===== config.mk =====
export PLATFORM = sky130hd
export DESIGN_NAME = divrem_seq
export DESIGN_NICKNAME = d
export VERILOG_FILES = /design/src/rtl/calc_pkg.sv /design/src/rtl/divrem_step.sv /design/src/rtl/divrem_seq.sv
export SDC_FILE = /design/constraint.sdc
export NUM_CORES = 1
export LEC_CHECK = 0
export BUFFER_PORTS_ARGS = -buffer_cell sky130_fd_sc_hd__buf_4
export CELL_PAD_IN_SITES_DETAIL_PLACEMENT = 0
export CELL_PAD_IN_SITES_GLOBAL_PLACEMENT = 1
export CORE_MARGIN = 2
export CORE_UTILIZATION = 30
export CTS_CLUSTER_SIZE = 16
export DETAILED_ROUTE_END_ITERATION = 10
export GPL_TIMING_DRIVEN = 1
export HOLD_SLACK_MARGIN = 0.02
export PLACE_DENSITY = 0.71
export SLEW_MARGIN = 20
export SYNTH_ARGS = -nofsm -noshare
export SYNTH_HDL_FRONTEND = slang
export SYNTH_SLANG_ARGS = --single-unit

===== constraint.sdc =====
create_clock -name clk -period 2.79 [get_ports clk]
set_input_delay 0.1395 -clock clk [delete_from_list [all_inputs] [get_ports clk]]
set_output_delay 0.1395 -clock clk [all_outputs]
set_load 0.005 [all_outputs]

===== src/rtl/calc_pkg.sv =====
// Shared types and helpers for the calculator datapath.
// Sign-magnitude operands: MSB is the sign.
package calc_pkg;

  localparam int MAG_W_DEF = 2;

  typedef enum logic [1:0] {
    IDLE,
    CHECK,
    ITER,
    DONE
  } state_t;

  function automatic logic sm_zero_fix(
    input logic sign,
    input logic mag_zero
  );
    return sign & ~mag_zero;
  endfunction

endpackage


===== src/rtl/divrem_step.sv =====
// One restoring divide step: shift {prem, qreg} left,
// then subtract the divisor when it fits.
module divrem_step #(
  parameter int MAG_W = 2
) (
  input  logic [MAG_W-1:0] prem_in,
  input  logic [MAG_W-1:0] qreg_in,
  input  logic [MAG_W-1:0] divisor,
  output logic [MAG_W:0]   prem_out,
  output logic [MAG_W-1:0] qreg_out
);

  logic [MAG_W:0] sh;
  logic           ge;

  // one extra bit so the shift never overflows
  assign sh = {prem_in, qreg_in[MAG_W-1]};
  assign ge = sh >= {1'b0, divisor};

  assign prem_out = ge ? sh - {1'b0, divisor} : sh;
  assign qreg_out = (qreg_in << 1) | MAG_W'(ge);

endmodule


===== src/rtl/divrem_seq.sv =====
// Sequential sign-magnitude divide/remainder unit,
// one quotient bit per clock with busy/done handshake.
module divrem_seq
  import calc_pkg::*;
#(
  parameter int MAG_W = MAG_W_DEF
) (
  input  logic           clk,
  input  logic           rst,
  input  logic           start,
  input  logic [MAG_W:0] a,
  input  logic [MAG_W:0] b,
  output logic           busy,
  output logic           done,
  output logic [MAG_W:0] q,
  output logic [MAG_W:0] r,
  output logic           sf,
  output logic           zf,
  output logic           DZf
);

  localparam int CW = (MAG_W > 1) ? $clog2(MAG_W) : 1;

  state_t           state;
  logic [CW-1:0]    cnt;
  logic             sa;
  logic             sb;
  logic [MAG_W-1:0] amag;
  logic [MAG_W-1:0] bmag;
  logic [MAG_W-1:0] prem;
  logic [MAG_W-1:0] qreg;
  logic [MAG_W:0]   p_nxt;
  logic [MAG_W-1:0] q_nxt;

  divrem_step #(
    .MAG_W(MAG_W)
  ) u_step (
    .prem_in (prem),
    .qreg_in (qreg),
    .divisor (bmag),
    .prem_out(p_nxt),
    .qreg_out(q_nxt)
  );

  always_ff @(posedge clk) begin
    if (rst) begin
      state <= IDLE;
      cnt   <= '0;
      sa    <= 1'b0;
      sb    <= 1'b0;
      amag  <= '0;
      bmag  <= '0;
      prem  <= '0;
      qreg  <= '0;
      busy  <= 1'b0;
      done  <= 1'b0;
      q     <= '0;
      r     <= '0;
      sf    <= 1'b0;
      zf    <= 1'b0;
      DZf   <= 1'b0;
    end else begin
      done <= 1'b0;
      case (state)
        IDLE: begin
          if (start) begin
            sa    <= a[MAG_W];
            sb    <= b[MAG_W];
            amag  <= a[MAG_W-1:0];
            bmag  <= b[MAG_W-1:0];
            busy  <= 1'b1;
            state <= CHECK;
          end
        end
        CHECK: begin
          if (bmag == '0) begin
            q     <= '0;
            r     <= '0;
            sf    <= sa;
            zf    <= 1'b1;
            DZf   <= 1'b1;
            done  <= 1'b1;
            state <= DONE;
          end else begin
            prem  <= '0;
            qreg  <= amag;
            cnt   <= CW'(MAG_W - 1);
            state <= ITER;
          end
        end
        ITER: begin
          prem <= p_nxt[MAG_W-1:0];
          qreg <= q_nxt;
          if (cnt == '0) begin
            q <= {sm_zero_fix(sa ^ sb, q_nxt == '0),
                  q_nxt};
            r <= {sm_zero_fix(sa, p_nxt == '0),
                  p_nxt[MAG_W-1:0]};
            sf    <= sa;
            zf    <= (p_nxt == '0);
            DZf   <= 1'b0;
            done  <= 1'b1;
            state <= DONE;
          end else begin
            cnt <= cnt - 1'b1;
          end
        end
        DONE: begin
          busy  <= 1'b0;
          state <= IDLE;
        end
      endcase
    end
  end

endmodule


* Word level (Yosys, flattened, before mapping)
Index checks and enable logic that the tools add are counted.
Cells by class: add/sub/neg operators 2, magnitude comparators 1, eq/ne operators 7, multiplexer cells 30, bitwise gates (word level) 6, reductions and logical operators 11
Operators by type and width (count):
- 2-to-1 mux 3 bit | 4
- case mux 1 bit (2 select lines) | 6
- case mux 3 bit (2 select lines) | 2
- 2-to-1 mux 1 bit | 11
- 2-to-1 mux 2 bit | 4
- != test 2 bit (second input constant) | 4
- case mux 2 bit (2 select lines) | 2
- case mux 2 bit (4 select lines) | 1
- AND reduction 2 bit | 4
- zero test 2 bit | 3
- equality test 2 bit (second input constant) | 2
- nonzero test 2 bit | 2
- >= comparator 3 x 2 -> 1 bit | 1
- zero test 3 bit | 1
- AND reduction 3 bit | 1
- subtractor 3 x 2 -> 3 bit | 1
- bitwise AND 1 bit | 2
- equality test 2 x 1 -> 1 bit (second input constant) | 1
- NOT 1 bit | 2
- bitwise OR 2 x 1 -> 2 bit | 1
- subtractor 1 bit (second input constant) | 1
- XOR 1 bit | 1
Storage, ports and cells: register bits 24, bits of input ports 9, output and inout port bits 11, word-level logic and storage cells 72

* Depth between registers and ports, before layout
Gate-level depths: netlist of run 1.
word-level depth 7, depth in mapped cells 8

* Hierarchy
Synthesis of run 1 repeated with hierarchy kept, for this count alone.
Unflattened totals: cell total of the unflattened synthesis 143, area, all modules 1248.7 µm²
Modules (own cells, without submodules):
- divrem_seq | instances 1, cells an instance 125, area each 1099.8 µm², sequential area each 480.5 µm²
- divrem_step | instances 1, cells an instance 18, area each 148.9 µm², sequential area each 0.0 µm²

* Least setup slack after synthesis of run 1
OpenSTA, ideal clock, no wires.
kind register to register, from register qreg[1], to register r[2], arrival 1.616 ns, required time 2.673 ns, setup slack 1.056 ns, cell stages (with the launch flop) 8, buffers on the path 0, period minus slack after synthesis 1.734 ns, cell sequence dfxtp_1 > inv_1 > ha_1 > inv_1 > fa_1 > nor3_1 > o21ai_2 > a32o_1
Between the ends: word-level cells in the longest chain between the ends 7, elaborated cells on any way between the ends 8, those cells by class add/sub: 1; order compare: 1; mux: 3; bitwise: 2; reduce/logical: 1
RTL lines:
- from (decl) | line divrem_seq.sv:31 | logic [MAG_W-1:0] qreg;
- from (signal assigned) | line divrem_seq.sv:86 | qreg <= amag;
- from (signal assigned) | line divrem_seq.sv:93 | qreg <= q_nxt;
- subtractor 3 x 2 -> 3 bit / >= comparator 3 x 2 -> 1 bit (equally long branches) | line divrem_step.sv:20, divrem_step.sv:18
- 2-to-1 mux 3 bit * | line divrem_step.sv:20 | assign prem_out = ge ? sh - {1'b0, divisor} : sh;
- zero test 3 bit * | line divrem_seq.sv:97 | r <= {sm_zero_fix(sa, p_nxt == '0),
- NOT 1 bit * | line calc_pkg.sv:18 | return sign & ~mag_zero;
- bitwise AND 1 bit * | line calc_pkg.sv:18
- 2-to-1 mux 3 bit * | line divrem_seq.sv:94 | if (cnt == '0) begin
- case mux 3 bit (2 select lines) * | line divrem_seq.sv:64 | case (state)
- to (signal assigned) | line divrem_seq.sv:97
- to (decl) | line divrem_seq.sv:16 | output logic [MAG_W:0] r,
Every way passes the cells marked *; elsewhere a longest branch is shown, timed or not. The select of a mux whose other input is x is not followed. A chain may end at the register's enable or synchronous reset.

* Final worst setup path of run 1
from register state[0], to register r[2]
Between the ends: word-level cells in the longest chain between the ends 3, elaborated cells on any way between the ends 7, those cells by class eq/ne: 4; mux: 1; reduce/logical: 2
RTL lines:
- from (decl) | line divrem_seq.sv:24 | state_t state;
- from (signal assigned) | line divrem_seq.sv:47 | state <= IDLE;
- from (signal assigned) | line divrem_seq.sv:72 | state <= CHECK;
- from (signal assigned) | line divrem_seq.sv:83 | state <= DONE;
- equality test 2 x 1 -> 1 bit / equality test 2 bit (equally long branches) | line divrem_seq.sv:64
- != test 2 bit (no line) / nonzero test 2 bit (equally long branches)
- AND reduction 3 bit (no line)
Several ways; a longest one is shown, not always the timed one.

==> results.sh, run 1 <==
export IMPL_status="complete, no violations"
export IMPL_rsz0062_at_grt="no"
export IMPL_worstPathCellList="inv_1 > ha_1 > nor2b_2 > o21a_2 > and3_1 > a32o_1"
export IMPL_grt_ovfl_total=0
export IMPL_top_layer="met4"
export IMPL_cts_resized=0
export IMPL_cp_max_fo=16
export IMPL_num_vias=989
export IMPL_p_leak_nw=0.568
export IMPL_drcViolationCount=0
export IMPL_fp_row_count=23
export IMPL_portBuffers=19
export IMPL_die_y_um=67.4
export IMPL_synthTopCellsByArea="dfxtp_1 40%, a21oi_1 7.9%, ha_1 6.2%, nand2_1 5.6%, nor2_1 4.0%"
export IMPL_hp_class="in -> reg"
export IMPL_io_pins=20
export IMPL_ys_top_cells_by_count="24 x dfxtp_1, 19 x a21oi_1, 18 x nand2_1, 13 x nor2_1, 9 x nand3_1"
export IMPL_cts_tree="done"
export IMPL_grt_pass1_vias=940
export IMPL_grt_pass1_wl_mm=4.42
export IMPL_firstDrtPassIters=4
export IMPL_p_total_mw=1.32
export IMPL_met2_length_mm=1.22
export IMPL_path_clk_slew_ns=0.09
export IMPL_initial_utilization_pct=30.6
export IMPL_met1_length_mm=1.22
export IMPL_worst_skew_pair_late_latency_ns=0.27
export IMPL_finalInstanceArea_sq_mm=0.00146
export IMPL_hold_violations=0
export IMPL_syn_num_nets=154
export IMPL_worst_path_max_delay_cell="ha_1"
export IMPL_die_area_sq_mm=0.00455
export IMPL_cts_buffers=3
export IMPL_synth_avg_cell_area_sq_um=8.75
export IMPL_antenna_cells=0
export IMPL_drive_gt1_share_pct=25.6
export IMPL_powerDensity_mw_per_mm2=900
export IMPL_drt_iter0_drc=35
export IMPL_max_slew_margin_rel_pct=55.2
export IMPL_utilization_pct=37.1
export IMPL_startpoint_type="flip-flop"
export IMPL_ys_types=38
export IMPL_dp_hpwl_mm=2.00
export IMPL_synthArstFlopShare_pct=0
export IMPL_synth_ff_type="dfxtp_1"
export IMPL_fillerInstances=406
export IMPL_maxCapViolations=0
export IMPL_synthesis_area_sq_mm=0.00121
export IMPL_clock_sinks=24
export IMPL_yosysSeqAreaShare_pct=39.8
export IMPL_yosysMostFrequentCell="dfxtp_1"
export IMPL_hold_ws_ns=0.119
export IMPL_clockRootBuffer="clkbuf_8"
export IMPL_postCtsSetupBuffers=0
export IMPL_tightest_slew_ns=0.672
export IMPL_cts_max_path_buffers=2
export IMPL_routed_wl_mm=2.57
export IMPL_fin_skew_ns=0.00315
export IMPL_final_setup_tns_ns=0
export IMPL_layout_nets=173
export IMPL_core_area_sq_mm=0.00394
export IMPL_slew_violations=0
export IMPL_synth_warnings=0
export IMPL_grt_antenna_before_repair=0
export IMPL_period_share_pct=70.4
export IMPL_fmax_mhz=509
export IMPL_yosys_register_bits=24
export IMPL_ant_nets=0
export IMPL_die_width_um=67.4
export IMPL_required_ns=2.96
export IMPL_final_setup_viol_count=0
export IMPL_netlist_area_leader_share_pct=39.8
export IMPL_fin_crit_ns=1.96
export IMPL_grt_start_max_net_pins=24
export IMPL_gp_congestion=0.775
export IMPL_cp_arrival_ns=2.13
export IMPL_syn_inst=138
export IMPL_holdBufCountCts=0
export IMPL_post_dp_cell_area_sq_mm=0.00139
export IMPL_htreeDepth=1
export IMPL_syn2layout_area_growth_pct=21.0
export IMPL_grt_usage_pct=13.1
export IMPL_dr_wl_met3_um=82
export IMPL_synth_edf_count=0
export IMPL_rrSetupSlack_ns=0.83
export IMPL_critical_path_class="reg -> reg"
export IMPL_avgViaCountPerCell=4.80
export IMPL_cp_end_kind="flip-flop"
export IMPL_critPathMaxStageDelay_ns=0.44
export IMPL_peakVddDrop_uv=297
export IMPL_synth_largest_area_cell="dfxtp_1"
export IMPL_wire_per_inst_um=12.5
-- worst paths after layout --
| path | from | cells past startpoint | end |
|---|---|---|---|
| worst max-delay path | state[0]$_SDFFE_PP0P_ | 6 | r[2]$_SDFFE_PP0P_ |
| worst min register to register | sf$_SDFFE_PP0P_ | 2 | sf$_SDFFE_PP0P_ |
| worst max register to register | state[0]$_SDFFE_PP0P_ | 6 | r[2]$_SDFFE_PP0P_ |
| worst min-delay path | b[2] | 3 | sb$_SDFFE_PP0P_ |
-- metrics by stage --
step | std cells | worst slack [ns]
floorplan | 138 | 1.06
global placement | 202 | 0.889
detailed placement | 202 | 0.812
CTS | 206 | 0.803
global route | 206 | 0.669
finish | 206 | 0.827
-- cells in the final DEF (no fill, tap or decap), types with 2 or more instances in the layout --
cell,instances
inv_1,7
a21oi_2,2
and3_1,2
ha_1,6
nor2_1,13
o21ai_0,2
nand3_2,2
a211oi_2,2
buf_4,19
clkbuf_8,3
nand2b_1,2
a21oi_1,19
nand2_1,18
dfxtp_1,24
nand3_1,9
o21ai_2,3
a211oi_1,2
-- report_power, final --
part	switching (mW)	total, mW	internal, mW
clock network	0.115	0.307	0.192
registers	0.0586	0.467	0.409
logic	0.319	0.541	0.222
-- registers in the layout, indices dropped and copies added, names as in the netlist, 2 cells and up --
signal	count
r	3
qreg	2
amag	2
state	2
bmag	2
prem	2
q	3
-- per-layer routing --
layer	up-vias	GRT usage, %
li1	515	-
met1	457	17.4
met2	13	20.8
met3	4	2.83
met4	0	5.36
met5	-	0
-- critical path: cells and delay by family (launching register included) --
kind / cells / cell delay, ns
AO/OA/AOI/OAI: 2 / 0.45
buffers and inverters: 1 / 0.09
flip-flops: 1 / 0.41
adder cells (fa/ha/maj): 1 / 0.44
AND/OR/NAND/NOR: 2 / 0.47
-- cell type report --
| class | instances | area (sq um) | area share, % |
|---|---|---|---|
| clock buffers | 3 | 41.3 | 2.83 |
| repair buffers | 19 | 143 | 9.76 |
| clock inverters | 1 | 30.0 | 2.05 |
| flip-flops and latches | 24 | 480 | 32.9 |
| multi-input cells | 102 | 678 | 46.4 |
| inverters | 7 | 26.3 | 1.80 |
| well taps | 50 | 62.6 | 4.28 |
-- logic make-up after synthesis --
family,share of synthesized area [%]
mux,2.07
xor+xnor,1.45
simple gates,22.1
fa+ha+maj,7.88
buf+inv,4.04
compound gates,22.7
flops,39.8
Note: power is estimated with default switching activity, not from simulation.
==> run 2, diff against run 1 <==
Settings changed: PLACE_DENSITY 0.71 to 0.73.
Clock period 2.79 ns to 1.6 ns, I/O delays scaled along.
==> run 2 against run 1 <==
The run now ends with setup timing left. Largest power group unchanged. Sequential share of layout area is 3.5 points lower. Total power is 100% higher. Non-clock buffer count is 14 higher. Fmax is 19% higher. Critical endpoint unchanged. First-iteration DRC count is 51% higher. Sequential power is 73% higher. Clock power is 77% higher. Die area stayed put.
==> results.sh, run 2 (synthesized netlist as in run 1, its figures left out) <==
export IMPL_status="finished with violations"
export IMPL_violations="setup timing"
export IMPL_required_ns=1.77
export IMPL_layout_nets=187
export IMPL_rsz0062_at_grt="yes"
export IMPL_final_setup_viol_count=3
export IMPL_final_common_cell="buf_4"
export IMPL_grt_start_max_net_pins=24
export IMPL_holdBufCountCts=0
export IMPL_path_clk_slew_ns=0.09
export IMPL_cts_max_path_buffers=2
export IMPL_cp_end_kind="flip-flop"
export IMPL_fin_crit_ns=1.65
export IMPL_rrSetupSlack_ns=-0.05
export IMPL_die_area_sq_mm=0.00455
export IMPL_reg_largest_list="q (3), r (3)"
export IMPL_endpoint="r[2]$_SDFFE_PP0P_"
export IMPL_finalInstanceArea_sq_mm=0.00166
export IMPL_drive_gt1_share_pct=44.1
export IMPL_hold_violations=0
export IMPL_htreeDepth=1
export IMPL_clockRootBuffer="clkbuf_8"
export IMPL_fin_skew_ns=0.00547
export IMPL_peakVddDrop_uv=791
export IMPL_worst_skew_pair_late_latency_ns=0.27
export IMPL_grt_antenna_before_repair=0
export IMPL_finalWorstSetupSlack_ns=-0.0527
export IMPL_rr_worst_depth=8
export IMPL_die_width_um=67.4
export IMPL_reg2reg_from="qreg[1]$_SDFFE_PP0P_"
export IMPL_use_met1_pct=15.9
export IMPL_top_usage_layer="met2"
export IMPL_clock_sinks=24
export IMPL_hp_class="in -> reg"
export IMPL_met2_usage_pct=22.6
export IMPL_worst_path_max_delay_cell="fa_2"
export IMPL_firstDrtPassIters=4
export IMPL_powerDensity_mw_per_mm2=1590
export IMPL_fp_row_count=23
export IMPL_antenna_cells=0
export IMPL_slew_violations=0
export IMPL_avgViaCountPerCell=4.78
export IMPL_drt_iter0_drc=53
export IMPL_use_met3_pct=2.50
export IMPL_crit_start="qreg[1]$_SDFFE_PP0P_"
export IMPL_worst_path_buf_inv=2
export IMPL_portBuffers=19
export IMPL_grt_usage_pct=13.4
export IMPL_grt_pass1_vias=1019
export IMPL_max_slew_margin_rel_pct=75.9
export IMPL_critical_path_class="reg -> reg"
export IMPL_cp_arrival_ns=1.82
export IMPL_cp_max_fo=2
export IMPL_cts_buffers=3
export IMPL_routed_wl_mm=2.84
export IMPL_drcViolationCount=0
export IMPL_dp_hpwl_mm=2.01
export IMPL_gp_congestion=0.804
export IMPL_mostFrequentLayoutCells="33 x buf_4, 19 x a21oi_1, 18 x dfxtp_1, 17 x nand2_1, 13 x nor2_1"
export IMPL_ant_nets=0
export IMPL_crit_cells=8
export IMPL_initial_utilization_pct=30.6
export IMPL_core_area_sq_mm=0.00394
export IMPL_critPathMaxStageDelay_ns=0.36
export IMPL_io_pins=20
export IMPL_r2r_end="r[2]$_SDFFE_PP0P_"
export IMPL_grt_ovfl_total=0
export IMPL_startpoint_type="flip-flop"
export IMPL_worstPathCellList="inv_2 > ha_4 > inv_2 > fa_2 > xnor2_2 > nor3_2 > o21ai_2 > a32o_1"
export IMPL_p_leak_nw=0.669
export IMPL_fmax_mhz=605
export IMPL_num_vias=1051
export IMPL_path_common_cell="inv_2"
export IMPL_grt_pass1_wl_mm=4.56
export IMPL_maxCapViolations=0
export IMPL_cp_top_family="adder cells"
export IMPL_post_dp_cell_area_sq_mm=0.00150
export IMPL_die_y_um=67.4
export IMPL_cts_tree="done"
export IMPL_final_setup_tns_ns=-0.0762
export IMPL_wire_per_inst_um=12.9
export IMPL_syn2layout_area_growth_pct=37.7
export IMPL_period_share_pct=103
export IMPL_tightest_slew_ns=0.361
run 2: worst min-delay path by stage:
stage	startpoint	cells after the start	end
2_1_floorplan	rst	1	cnt$_SDFFE_PP0P_
3_3_place_gp	b[1]	3	bmag[1]$_SDFFE_PP0P_
3_5_place_dp	b[1]	3	bmag[1]$_SDFFE_PP0P_
4_1_cts	b[1]	3	bmag[1]$_SDFFE_PP0P_
5_1_grt	a[2]	3	sa$_SDFFE_PP0P_
6_report	b[1]	3	bmag[1]$_SDFFE_PP0P_
run 2: metal layers:
metal,part of all wire (%),vias up
li1,-,543
met1,43,482
met2,51,17
met3,2.4,9
met4,3.0,0
met5,0,-
run 2: cell type report:
class	count	area [sq um]
Clock buffer	3	41.3
Clock inverter	1	30.0
Fill cell	384	2280
Inverter	7	28.8
Multi-Input combinational cell	102	764
Sequential cell	24	488
Tap cell	50	62.6
Timing Repair Buffer	33	248
run 2: where the power goes:
group / switching [mW] / internal [mW]
registers: 0.0870 / 0.721
clock network: 0.207 / 0.335
logic: 0.687 / 0.603
total: 0.981 / 1.66
run 2: repair_timing:
action | in CTS | in global routing
gates resized for setup | 5 | 15
pin swaps | 4 | 6
buffers inserted | 1 | 1
setup endpoints to repair | 7 | 14
run 2: tightest hold or removal path: cells and delay by family:
| family | cells | cell delay [ns] |
|---|---|---|
| buffers and inverters | 1 | 0.11 |
| and+or+nand+nor | 1 | 0.06 |
| AOI/OAI and AO/OA | 1 | 0.05 |
run 2: metrics by stage:
step	utilization, %	hold slack [ns]	worst slack, ns	power (mW)	std cells
floorplan	-	0.145	-0.0167	1.56	138
global placement	37.9	0.344	-0.0221	1.91	214
detailed placement	37.9	0.352	-0.0543	1.94	214
CTS	40.3	0.0565	-0.0475	2.52	219
global route	42.2	0.0695	-0.0969	2.82	220
finish	42.2	0.0579	-0.0527	2.64	220
